[src/rtl/display_scan_driver.sv]
// rtl/display_scan_driver.sv - 8-bit value to 3-digit BCD with multiplexed common-anode seven-segment scan
// Optional feature macro: DISP_LZ_BLANK_EN (leading-zero blanking of hundreds/tens digits)
module display_scan_driver #(
  parameter int REFRESH_DIV = 50000
) (
  input  logic       clock,
  input  logic       reset,
  input  logic [7:0] display,
  output logic [6:0] seg,
  output logic       dp,
  output logic [2:0] an,
  output logic       busy,
  output logic       bcd_valid
);

  typedef enum logic [1:0] {IDLE, CONV, LOAD} state_t;

  localparam logic [19:0] REF_LAST = 20'(REFRESH_DIV - 1);

  state_t      state, state_nxt;
  logic [7:0]  last_val, last_val_nxt;
  logic [19:0] shreg, shreg_nxt;
  logic [19:0] adj;
  logic [2:0]  bitcnt, bitcnt_nxt;
  logic [3:0]  dig0, dig1, dig2;
  logic [3:0]  dig0_nxt, dig1_nxt, dig2_nxt;
  logic        busy_nxt, bcd_valid_nxt;
  logic [19:0] refcnt;
  logic [1:0]  scan_idx;
  logic [6:0]  seg_nxt;
  logic [2:0]  an_nxt;

  function automatic logic [6:0] seg_decode(input logic [3:0] d);
    case (d)
      4'd0:    seg_decode = 7'h40;
      4'd1:    seg_decode = 7'h79;
      4'd2:    seg_decode = 7'h24;
      4'd3:    seg_decode = 7'h30;
      4'd4:    seg_decode = 7'h19;
      4'd5:    seg_decode = 7'h12;
      4'd6:    seg_decode = 7'h02;
      4'd7:    seg_decode = 7'h78;
      4'd8:    seg_decode = 7'h00;
      4'd9:    seg_decode = 7'h10;
      default: seg_decode = 7'h7F;
    endcase
  endfunction

  assign dp = 1'b1;

  // Add-3 correction on each BCD nibble before the shift (binary occupies bits [7:0])
  always_comb begin
    adj = shreg;
    if (shreg[11:8]  >= 4'd5) adj[11:8]  = shreg[11:8]  + 4'd3;
    if (shreg[15:12] >= 4'd5) adj[15:12] = shreg[15:12] + 4'd3;
    if (shreg[19:16] >= 4'd5) adj[19:16] = shreg[19:16] + 4'd3;
  end

  // Conversion FSM next-state and datapath: capture on change, 8 shift cycles, then load digits
  always_comb begin
    state_nxt     = state;
    last_val_nxt  = last_val;
    shreg_nxt     = shreg;
    bitcnt_nxt    = bitcnt;
    dig0_nxt      = dig0;
    dig1_nxt      = dig1;
    dig2_nxt      = dig2;
    busy_nxt      = busy;
    bcd_valid_nxt = 1'b0;
    case (state)
      IDLE: begin
        if (display != last_val) begin
          last_val_nxt = display;
          shreg_nxt    = {12'b0, display};
          bitcnt_nxt   = 3'd0;
          busy_nxt     = 1'b1;
          state_nxt    = CONV;
        end
      end
      CONV: begin
        shreg_nxt  = adj << 1;
        bitcnt_nxt = bitcnt + 3'd1;
        if (bitcnt == 3'd7) state_nxt = LOAD;
      end
      LOAD: begin
        dig0_nxt      = shreg[11:8];
        dig1_nxt      = shreg[15:12];
        dig2_nxt      = shreg[19:16];
        bcd_valid_nxt = 1'b1;
        busy_nxt      = 1'b0;
        state_nxt     = IDLE;
      end
      default: state_nxt = IDLE;
    endcase
  end

  // Conversion state and digit registers
  always_ff @(posedge clock or negedge reset) begin
    if (!reset) begin
      state     <= IDLE;
      last_val  <= 8'd0;
      shreg     <= 20'd0;
      bitcnt    <= 3'd0;
      dig0      <= 4'd0;
      dig1      <= 4'd0;
      dig2      <= 4'd0;
      busy      <= 1'b0;
      bcd_valid <= 1'b0;
    end else begin
      state     <= state_nxt;
      last_val  <= last_val_nxt;
      shreg     <= shreg_nxt;
      bitcnt    <= bitcnt_nxt;
      dig0      <= dig0_nxt;
      dig1      <= dig1_nxt;
      dig2      <= dig2_nxt;
      busy      <= busy_nxt;
      bcd_valid <= bcd_valid_nxt;
    end
  end

  // Dwell counter; each wrap moves the scan to the next digit
  always_ff @(posedge clock or negedge reset) begin
    if (!reset) begin
      refcnt   <= 20'd0;
      scan_idx <= 2'd0;
    end else if (refcnt == REF_LAST) begin
      refcnt   <= 20'd0;
      scan_idx <= (scan_idx == 2'd2) ? 2'd0 : scan_idx + 2'd1;
    end else begin
      refcnt <= refcnt + 20'd1;
    end
  end

  // Segment pattern and anode select for the digit currently being scanned
  always_comb begin
    seg_nxt = 7'h7F;
    an_nxt  = 3'b111;
    case (scan_idx)
      2'd0: begin
        an_nxt  = 3'b110;
        seg_nxt = seg_decode(dig0);
      end
      2'd1: begin
        an_nxt  = 3'b101;
        seg_nxt = seg_decode(dig1);
`ifdef DISP_LZ_BLANK_EN
        if (dig2 == 4'd0 && dig1 == 4'd0) seg_nxt = 7'h7F;
`endif
      end
      2'd2: begin
        an_nxt  = 3'b011;
        seg_nxt = seg_decode(dig2);
`ifdef DISP_LZ_BLANK_EN
        if (dig2 == 4'd0) seg_nxt = 7'h7F;
`endif
      end
      default: begin
        an_nxt  = 3'b111;
        seg_nxt = 7'h7F;
      end
    endcase
  end

  // an and seg registered together so they always switch on the same edge
  always_ff @(posedge clock or negedge reset) begin
    if (!reset) begin
      seg <= 7'h7F;
      an  <= 3'b111;
    end else begin
      seg <= seg_nxt;
      an  <= an_nxt;
    end
  end

endmodule
[config.mk]
export PLATFORM = sky130hd
export DESIGN_NAME = display_scan_driver
export DESIGN_NICKNAME = d
export VERILOG_FILES = /design/src/rtl/display_scan_driver.sv
export SDC_FILE = /design/constraint.sdc
export NUM_CORES = 1
export LEC_CHECK = 0
export ABC_AREA = 1
export BUFFER_PORTS_ARGS = -buffer_cell sky130_fd_sc_hd__clkbuf_2
export CORE_ASPECT_RATIO = 0.9
export CORE_MARGIN = 5
export CORE_UTILIZATION = 40
export DETAILED_ROUTE_END_ITERATION = 6
export PLACE_DENSITY_LB_ADDON = 0.15
export SETUP_SLACK_MARGIN = 0.2
export SLEW_MARGIN = 20
export SYNTH_ARGS = -nofsm -noshare
export SYNTH_HDL_FRONTEND = slang
export SYNTH_SLANG_ARGS = --single-unit
[constraint.sdc]
create_clock -name clock -period 1.4 [get_ports clock]
set_clock_uncertainty 0.1 [all_clocks]
set_input_delay 0.28 -clock clock [delete_from_list [all_inputs] [get_ports clock]]
set_output_delay 0.28 -clock clock [all_outputs]
set_load 0.01 [all_outputs]
# After elaboration in Yosys (flattened, before gate mapping)
# Memory sizes are Yosys's and may differ from the RTL's.
# Index checks and enable logic that the tools add are counted.
# W data, S select, Z words.
# word_totals
reg_bits,79
latchBits,0
ramBits,0
rom_bits,336
out_inout_bits,13
wordCells,59
n_memories,3
# op_classes
n_addsub,6
multipliers,0
n_div,0
n_lt_le_gt_ge,3
eq_ne,9
n_shift,0
n_mux,17
n_bitwise,0
reduce_logical,8
# memory_table
name,words,word_bits,rd,rd_clocked_by_memory_dff,wr,line_no,source
(no name shown),16,7,1,0,0,34,case (d)
(no name shown),16,7,1,0,0,34,
(no name shown),16,7,1,0,0,34,
# ops
op,count
$mux W20,2
$pmux W20 S2,1
$pmux W7 S3,1
$add A20 B1 Y20 const B,1
$eq A20 B16 Y1 const B,1
$ge A4 B3 Y1 const B,3
$pmux W3 S3,1
$add A4 B2 Y4 const B,2
$mux W4,2
$ne A8 B8 Y1,1
$reduce_and A2 Y1,4
$mux W2,3
$mux W3,2
$pmux W3 S2,1
$eq A2 B1 Y1 const B,2
$eq A2 B2 Y1 const B,2
$logic_not A2 Y1,2
$ne A2 B2 Y1 const B,2
$pmux W2 S2,1
$reduce_bool A2 Y1,2
$add A3 B1 Y3 const B,1
$add A3 B2 Y3 const B,1
$eq A3 B3 Y1 const B,1
$add A2 B1 Y2 const B,1
2 further kinds,3

# Logic depth before layout (Yosys ltp)
# Gate-level depths: netlist (run 1).
# logic_depth
word_depth,3
depth_mapped,11
mapped_depth_nobuf,11

# Worst setup path after synthesis (run 1)
# OpenSTA, ideal clock, no wires.
# synth_timing
path_kind,flip-flop to flip-flop
start,register refcnt[0]
end,register scan_idx[1]
setup_ps,126
arrival_ps,1280
slack_ps,-106
stages_incl_launch_ff,8
path_buffers,1
cell_sequence,dfrtp_1 -> ha_1 -> nand3_2 -> inv_2 -> nand4_1 -> nor2_2 -> buf_4 -> o21ai_0
# synth_via
elab_chain_len,1
# synth_lines
item,line_no,source
"start, declared",28,logic [19:0] refcnt;
"start signal, assigned",131,refcnt <= refcnt + 20'd1;
$eq A20 B16 Y1,127,end else if (refcnt == REF_LAST) begin
"end signal, assigned",129,scan_idx <= (scan_idx == 2'd2) ? 2'd0 : scan_idx + 2'd1;
"end, declared",29,logic [1:0] scan_idx;
# No other way between the ends.
# A chain may end at the register's enable or synchronous reset.

# Worst setup path after layout (run 1)
# layout_timing
start,register refcnt[1]
end,register refcnt[16]
# layout_via
elab_chain_len,2
elab_cells_between_ends,3
cone_classes,1 x add/sub; 1 x eq/ne; 1 x mux
# layout_lines
item,line_no
$add A20 B1 Y20 or $eq A20 B16 Y1 (tied branches),"131, 127"
$mux W20 *,127
# Every way passes the cells marked *; elsewhere a longest branch is shown, timed or not.

==> run metrics, run 1 <==
outcome=finished with violations; violated checks=setup timing; crit path DAT=about 1.7 ns; minimum clock period=between 1.5 and 2 ns; Filler cells=917; CP Cell Sequence=ha_4 -> nand3_4 -> buf_4 -> nor3_4 -> nand4_1 -> nor2_1 -> a21oi_1; count of final hold-check violations=0; largest net degree at the start of global routing=26; die height=about 110 um; slowest CP cell=dfrtp_1; via count=roughly 4.1k; clk sinks=79; CP required=1.52 ns; fin cells=approximately 850; H-tree depth=3; final wirelength=around 11000 um; first-pass GRT wire length=17500 um; initial core utilization=0.411; Max VDD drop=around 1.5 mV; Mean Syn Cell Area=7.70 sq um; Power Dens Cells=about 1800 nW/um^2; synth-to-layout area growth=50.7%; fmax=~640 MHz; core box area=between 10000 and 15000 sq um; Final WS setup=-0.159 ns; worst min path class=in -> reg; crit-path max FO=3; DRC=0; Netlist cell types=27; share of cells above drive strength 1=0.433; PortBufs=21; Cells after Synth=579; CTS tree=built; post-DP HPWL=7240 um; Iter 0 DRT Violations=273; Clock Pin Slew Worst Setup and Hold Paths=around 0.060 ns; initial antenna violation count=0; CP peak stage delay=about 0.40 ns; Main synth FF type=dfrtp_1; Static Leak=between 3 and 4 nW; Synth area leaders=dfrtp_1 (39%), nand2_1 (14%), ha_1 (7.6%), inv_1 (7.0%), o21ai_0 (6.6%); Seq/Total Area, Yosys=0.446; GRT Total Usage=0.163; FP Rows=36; routability cong.=approximately 0.88; vias per cell=~4.8; Synth Cell Area=roughly 4500 sq um; root buffer cell=clkbuf_16; most common cell in the netlist=nand2_1; die area=between 10000 and 15000 sq um; Die X=121 um; CTS Buf Count=9; DR WL/cell=13.0 um; Final setup viols=50; Yosys top cell area share=0.387; final core occ=0.619; Post-synth ARST share=1.00; Max Slew Vio Count=0; crit path capture type=flop; CP delay by family, top=simple AND/OR/NAND/NOR gates; number of flops mapped to enable cells by yosys=0; Routed Antenna Nets=0; Ant. Diodes=0; Clock Latency Late Sink=around 0.34 ns; CP Launch Type=flop; commonest cells in the netlist=nand2_1 (165), inv_1 (83), dfrtp_1 (69); max_cap viols=0; Crit path buffers/inverters=1; Power Total=roughly 12 mW; Placed Cells=793; vias in the first global route=between 3k and 4k; CTS max path bufs=2; Crit Path Class=reg -> reg; gr ovfl total=0; Synthesized Nets=616; synth warn=0; Synth area leader=dfrtp_1; unrepaired setup endpoints after global routing=yes; router iterations before antenna repair=4; IO Pins=23; TNS Setup=-3.41 ns; Final Cycle Share=1.11; Nets=around 730; Yosys reg bits=between 70 and 80
-- worst paths after layout --
check	from	endpoint	slack (ns)	depth (start not counted)
setup reg to reg	refcnt[1]	refcnt[16]	-0.16	7
hold / removal	display[0]	shreg[0]	0.13	3
max in group asynchronous	reset	an[2]	0.38	3
min in group asynchronous	reset	scan_idx[1]	0.31	2
setup / recovery	refcnt[1]	refcnt[16]	-0.16	7
hold reg to reg	last_val[0]	last_val[0]	0.40	2
-- tightest hold or removal path: stages --
cell	delay [ns]
clkbuf_2	0.10
nand3_1	0.10
nand2_1	0.05
-- registers in the layout (all words and copies together), names as in the netlist, 2 cells and up --
| name | flops |
|---|---|
| last_val | 8 |
| dig1 | 4 |
| bitcnt | 3 |
| an | 3 |
| scan_idx | 2 |
| dig0 | 4 |
| shreg | 20 |
| state | 2 |
| refcnt | 20 |
| seg | 7 |
| dig2 | 4 |
-- cells in the final DEF (no fill, tap or decap), drive strengths merged --
master	instances
nand2	165
buf	108
inv	87
dfrtp	69
o21ai	60
nor2	46
nand3	38
ha	27
clkbuf	24
nand4	16
a21oi	14
nor3	13
xor2	11
dfstp	10
a31oi	4
clkinv	3
o211ai	2
bufinv	2
or2	1
conb	1
dlygate4sd3	1
-- area by class of cell --
| cell class | count | area [sq um] | share of cell area |
|---|---|---|---|
| clock buffers | 12 | 246 | 0.0367 |
| clock inverters | 4 | 68.8 | 0.0102 |
| inverters | 88 | 355 | 0.0529 |
| multi-input cells | 398 | 2690 | 0.400 |
| flip-flops and latches | 79 | 2010 | 0.299 |
| well taps | 152 | 190 | 0.0283 |
| repair buffers | 121 | 1160 | 0.173 |
-- through the flow --
stage,hold slack [ns],cell area (sq um),worst slack (ns)
2_1_floorplan,-0.116,4710,-0.0247
3_3_place_gp,0.125,5410,-0.0702
3_5_place_dp,0.130,5410,-0.0437
4_1_cts,0.120,6050,-0.0339
5_1_grt,0.146,6720,-0.276
6_report,0.130,6720,-0.159
-- kinds of logic (layout without fill, tap and decap cells) --
| group | after synthesis | in the layout | synth area share |
|---|---|---|---|
| and+or+nand+nor | 279 | 279 | 0.269 |
| xor gates and xnor gates | 11 | 11 | 0.0216 |
| other | 1 | 1 | 0.000841 |
| AOI/OAI and AO/OA | 80 | 80 | 0.0948 |
| DFF | 79 | 79 | 0.446 |
| buffers and inverters | 102 | 225 | 0.0915 |
| adders and majority gates | 27 | 27 | 0.0758 |
-- report_power, final --
part,switching [mW],internal (mW)
Clock,0.884,1.60
Combinational,2.98,2.50
Sequential,0.711,3.10
Total,4.58,7.20
-- layer usage --
layer  vias up  routed length, um  track usage
met5         -                  0            0
met4         0                194       0.0360
met3        20                453       0.0418
met2        71               5340        0.269
met1      1898               5150        0.218
li1       2075                  -            -
-- what timing repair did --
item,4_1_cts,5_1_grt
pin swaps,27,51
cloned,0,5
hold endpoints to repair,14,0
setup endpoints to repair,73,73
hold buffers,1,0
setup buffers,21,18
gates resized for setup,44,141
Power figures use the tool's default switching activity.
==> run 2, diff against run 1 <==
PLACE_DENSITY = 0.63   (was not set)
PLACE_DENSITY_LB_ADDON = not set   (was 0.15)
==> run 2 against run 1 <==
  * Register-to-register slack lost 0.02 ns
  * Die area is the same
  * The run still ends with setup timing left
  * Setup slack lost 0.018 ns
  * Global-route usage grew 1.1 points
  * Critical path type unchanged
  * Core utilization shrank 0.48 points
  * Maximum frequency shrank 1.1%
  * Largest cell class unchanged
  * Sequential share of layout area grew 0.20 points
  * Design area shrank 0.78%
  * Critical path depth is the same
==> run metrics, run 2 (synthesized netlist as in run 1, its figures left out) <==
biggest regs=refcnt (20), shreg (20), last_val (8) (unchanged); Max VDD drop=0.835 mV (was 1.46 mV); fin cells=850 (was 854); CP delay by family, top=simple AND/OR/NAND/NOR gates (unchanged); CP required=1.53 ns (was 1.52 ns); violated checks=setup timing (unchanged); CTS Buf Count=9 (unchanged); area taken by multi-input logic gates=2720 sq um (was 2690 sq um); DR WL/cell=13.7 um (was 13.0 um); vias in the first global route=4009 (was 3781); initial antenna violation count=0 (unchanged); Nets=730 (was 734); slowest CP cell=dfrtp_1 (unchanged); pre-CTS setup slack=-0.0410 ns (was -0.0437 ns); Power Dens Cells=1730 nW/um^2 (was 1750 nW/um^2); die height=110 um (unchanged); first-pass GRT wire length=18500 um (was 17500 um); Crit Path Class=reg -> reg (unchanged); IO Pins=23 (unchanged); CP Cell Sequence=inv_2 -> nand2_4 -> nor3_2 -> nand4_1 -> nor2_4 -> clkbuf_16 -> nor3_2 (was ha_4 -> nand3_4 -> buf_4 -> nor3_4 -> nand4_1 -> nor2_1 -> a21oi_1); FF+latch area=2010 sq um (about the same); gr ovfl total=0 (unchanged); Final Cycle Share=1.13 (was 1.11); Final setup viols=49 (was 50); routability cong.=0.900 (was 0.876); clk sinks=79 (unchanged); root buffer cell=clkbuf_16 (unchanged); TNS Setup=-2.88 ns (was -3.41 ns); met3 wire length=442 um (was 453 um); M1 WL=5260 um (was 5150 um); core box area=10900 sq um (unchanged); synth-to-layout area growth=49.5% (was 50.7%); Top Metal Used=met4 (unchanged); fmax=634 MHz (was 641 MHz); Crit path buffers/inverters=2 (was 1); outcome=finished with violations (unchanged); Placed Cells=788 (was 793); Filler cells=851 (was 917); die area=13400 sq um (unchanged); CTS tree=built (unchanged); initial core utilization=0.411 (unchanged); unrepaired setup endpoints after global routing=yes (unchanged); DRC=0 (unchanged); commonest non-fill, non-tap cell in the layout=nand2_1 (unchanged); count of final hold-check violations=0 (unchanged); crit-path max FO=5 (was 3); largest net degree at the start of global routing=48 (was 26); vias per cell=4.83 (was 4.76); max_cap viols=0 (unchanged); Routed Antenna Nets=0 (unchanged); Die X=121 um (unchanged); CP peak stage delay=0.41 ns (was 0.40 ns); Static Leak=3.25 nW (was 3.27 nW); FP Rows=36 (unchanged); H-tree depth=3 (unchanged); Max Slew Vio Count=0 (unchanged); crit path DAT=1.71 ns (was 1.68 ns); most frequent cells in the layout=nand2_1 (140), inv_1 (67), buf_4 (67), dfrtp_1 (56), buf_6 (31) (was nand2_1 (138), buf_4 (70), inv_1 (63), dfrtp_1 (54), o21ai_0 (34)); Final WS setup=-0.177 ns (was -0.159 ns); router iterations before antenna repair=5 (was 4); final wirelength=11700 um (was 11100 um); crit path capture type=flop (unchanged); Clock Latency Late Sink=0.35 ns (was 0.34 ns); crit-path most repeated cell=nor3_2; CTS max path bufs=2 (unchanged); routed wl met2=5790 um (was 5340 um); share of cells above drive strength 1=0.417 (was 0.433); minimum clock period=1.58 ns (was 1.56 ns); worst min path class=in -> reg (unchanged); CP Launch Type=flop (unchanged); post-DP HPWL=7340 um (was 7240 um); Clock Pin Slew Worst Setup and Hold Paths=0.06 ns (about the same); GRT Total Usage=0.174 (was 0.163); PortBufs=21 (unchanged); via count=4106 (was 4064); Ant. Diodes=0 (unchanged); Iter 0 DRT Violations=241 (was 273)
-- run 2: changes by cell type in the layout (fill, tap and decap cells not counted), sizes merged --
| cell | delta |
|---|---|
| clkbuf | -4 |
| clkinvlp | +2 |
| inv | -1 |
| buf | -2 |
| clkinv | +1 |
-- run 2: final timing paths --
kind                       cells past startpoint  slack, ns           to  startpoint
min in group asynchronous                      2       0.22  scan_idx[1]       reset
hold / removal                                 3       0.15     shreg[0]  display[0]
setup / recovery                               7      -0.18    refcnt[6]   refcnt[7]
max in group asynchronous                      3       0.44   refcnt[13]       reset
setup reg to reg                               7      -0.18    refcnt[6]   refcnt[7]
hold reg to reg                                2       0.41     shreg[7]    shreg[7]
-- run 2: per-layer routing --
| metal | vias to the layer above | GRT usage |
|---|---|---|
| li1 | 2073 | - |
| met1 | 1949 | 0.217 |
| met2 | 67 | 0.295 |
| met3 | 17 | 0.0495 |
| met4 | 0 | 0.0536 |
| met5 | - | 0 |
-- run 2: worst reg2reg max path: stages, from the launching register on --
cell,delay [ns]
dfrtp_1,0.41
inv_2,0.10
nand2_4,0.06
nor3_2,0.19
nand4_1,0.17
nor2_4,0.22
clkbuf_16,0.19
nor3_2,0.04
-- run 2: stage by stage --
step | hold slack [ns] | instance area, sq um | utilization | total power, mW
4_1_cts | 0.148 | 6170 | 0.568 | 11.1
3_3_place_gp | 0.0354 | 5350 | 0.493 | 7.79
3_5_place_dp | 0.0371 | 5350 | 0.493 | 8.00
5_1_grt | 0.181 | 6670 | 0.614 | 12.5
2_1_floorplan | -0.116 | 4710 | - | 6.74
6_report | 0.155 | 6670 | 0.614 | 11.6
-- run 2: layout make-up --
| type | count | area share |
|---|---|---|
| repair buffers | 117 | 0.162 |
| multi-input cells | 398 | 0.409 |
| well taps | 152 | 0.0285 |
| clock inverters | 6 | 0.0128 |
| clock buffers | 10 | 0.0343 |
| flip-flops and latches | 79 | 0.301 |
| inverters | 88 | 0.0527 |
-- run 2: timing repair --
item,CTS,global route
resized for setup,88,104
endpoints found under the setup margin,73,74
pin swaps,48,43
buffers inserted,28,15
hold endpoints to repair,79,0
gates cloned,0,2
hold buffers,1,0
-- run 2: report_power, final --
group	total, mW	internal, mW	leakage [nW]	switching, mW
Sequential	3.78	3.09	0.961	0.695
Clock	2.52	1.56	0.148	0.961
Combinational	5.26	2.34	2.14	2.92
Total	11.6	6.98	3.25	4.58
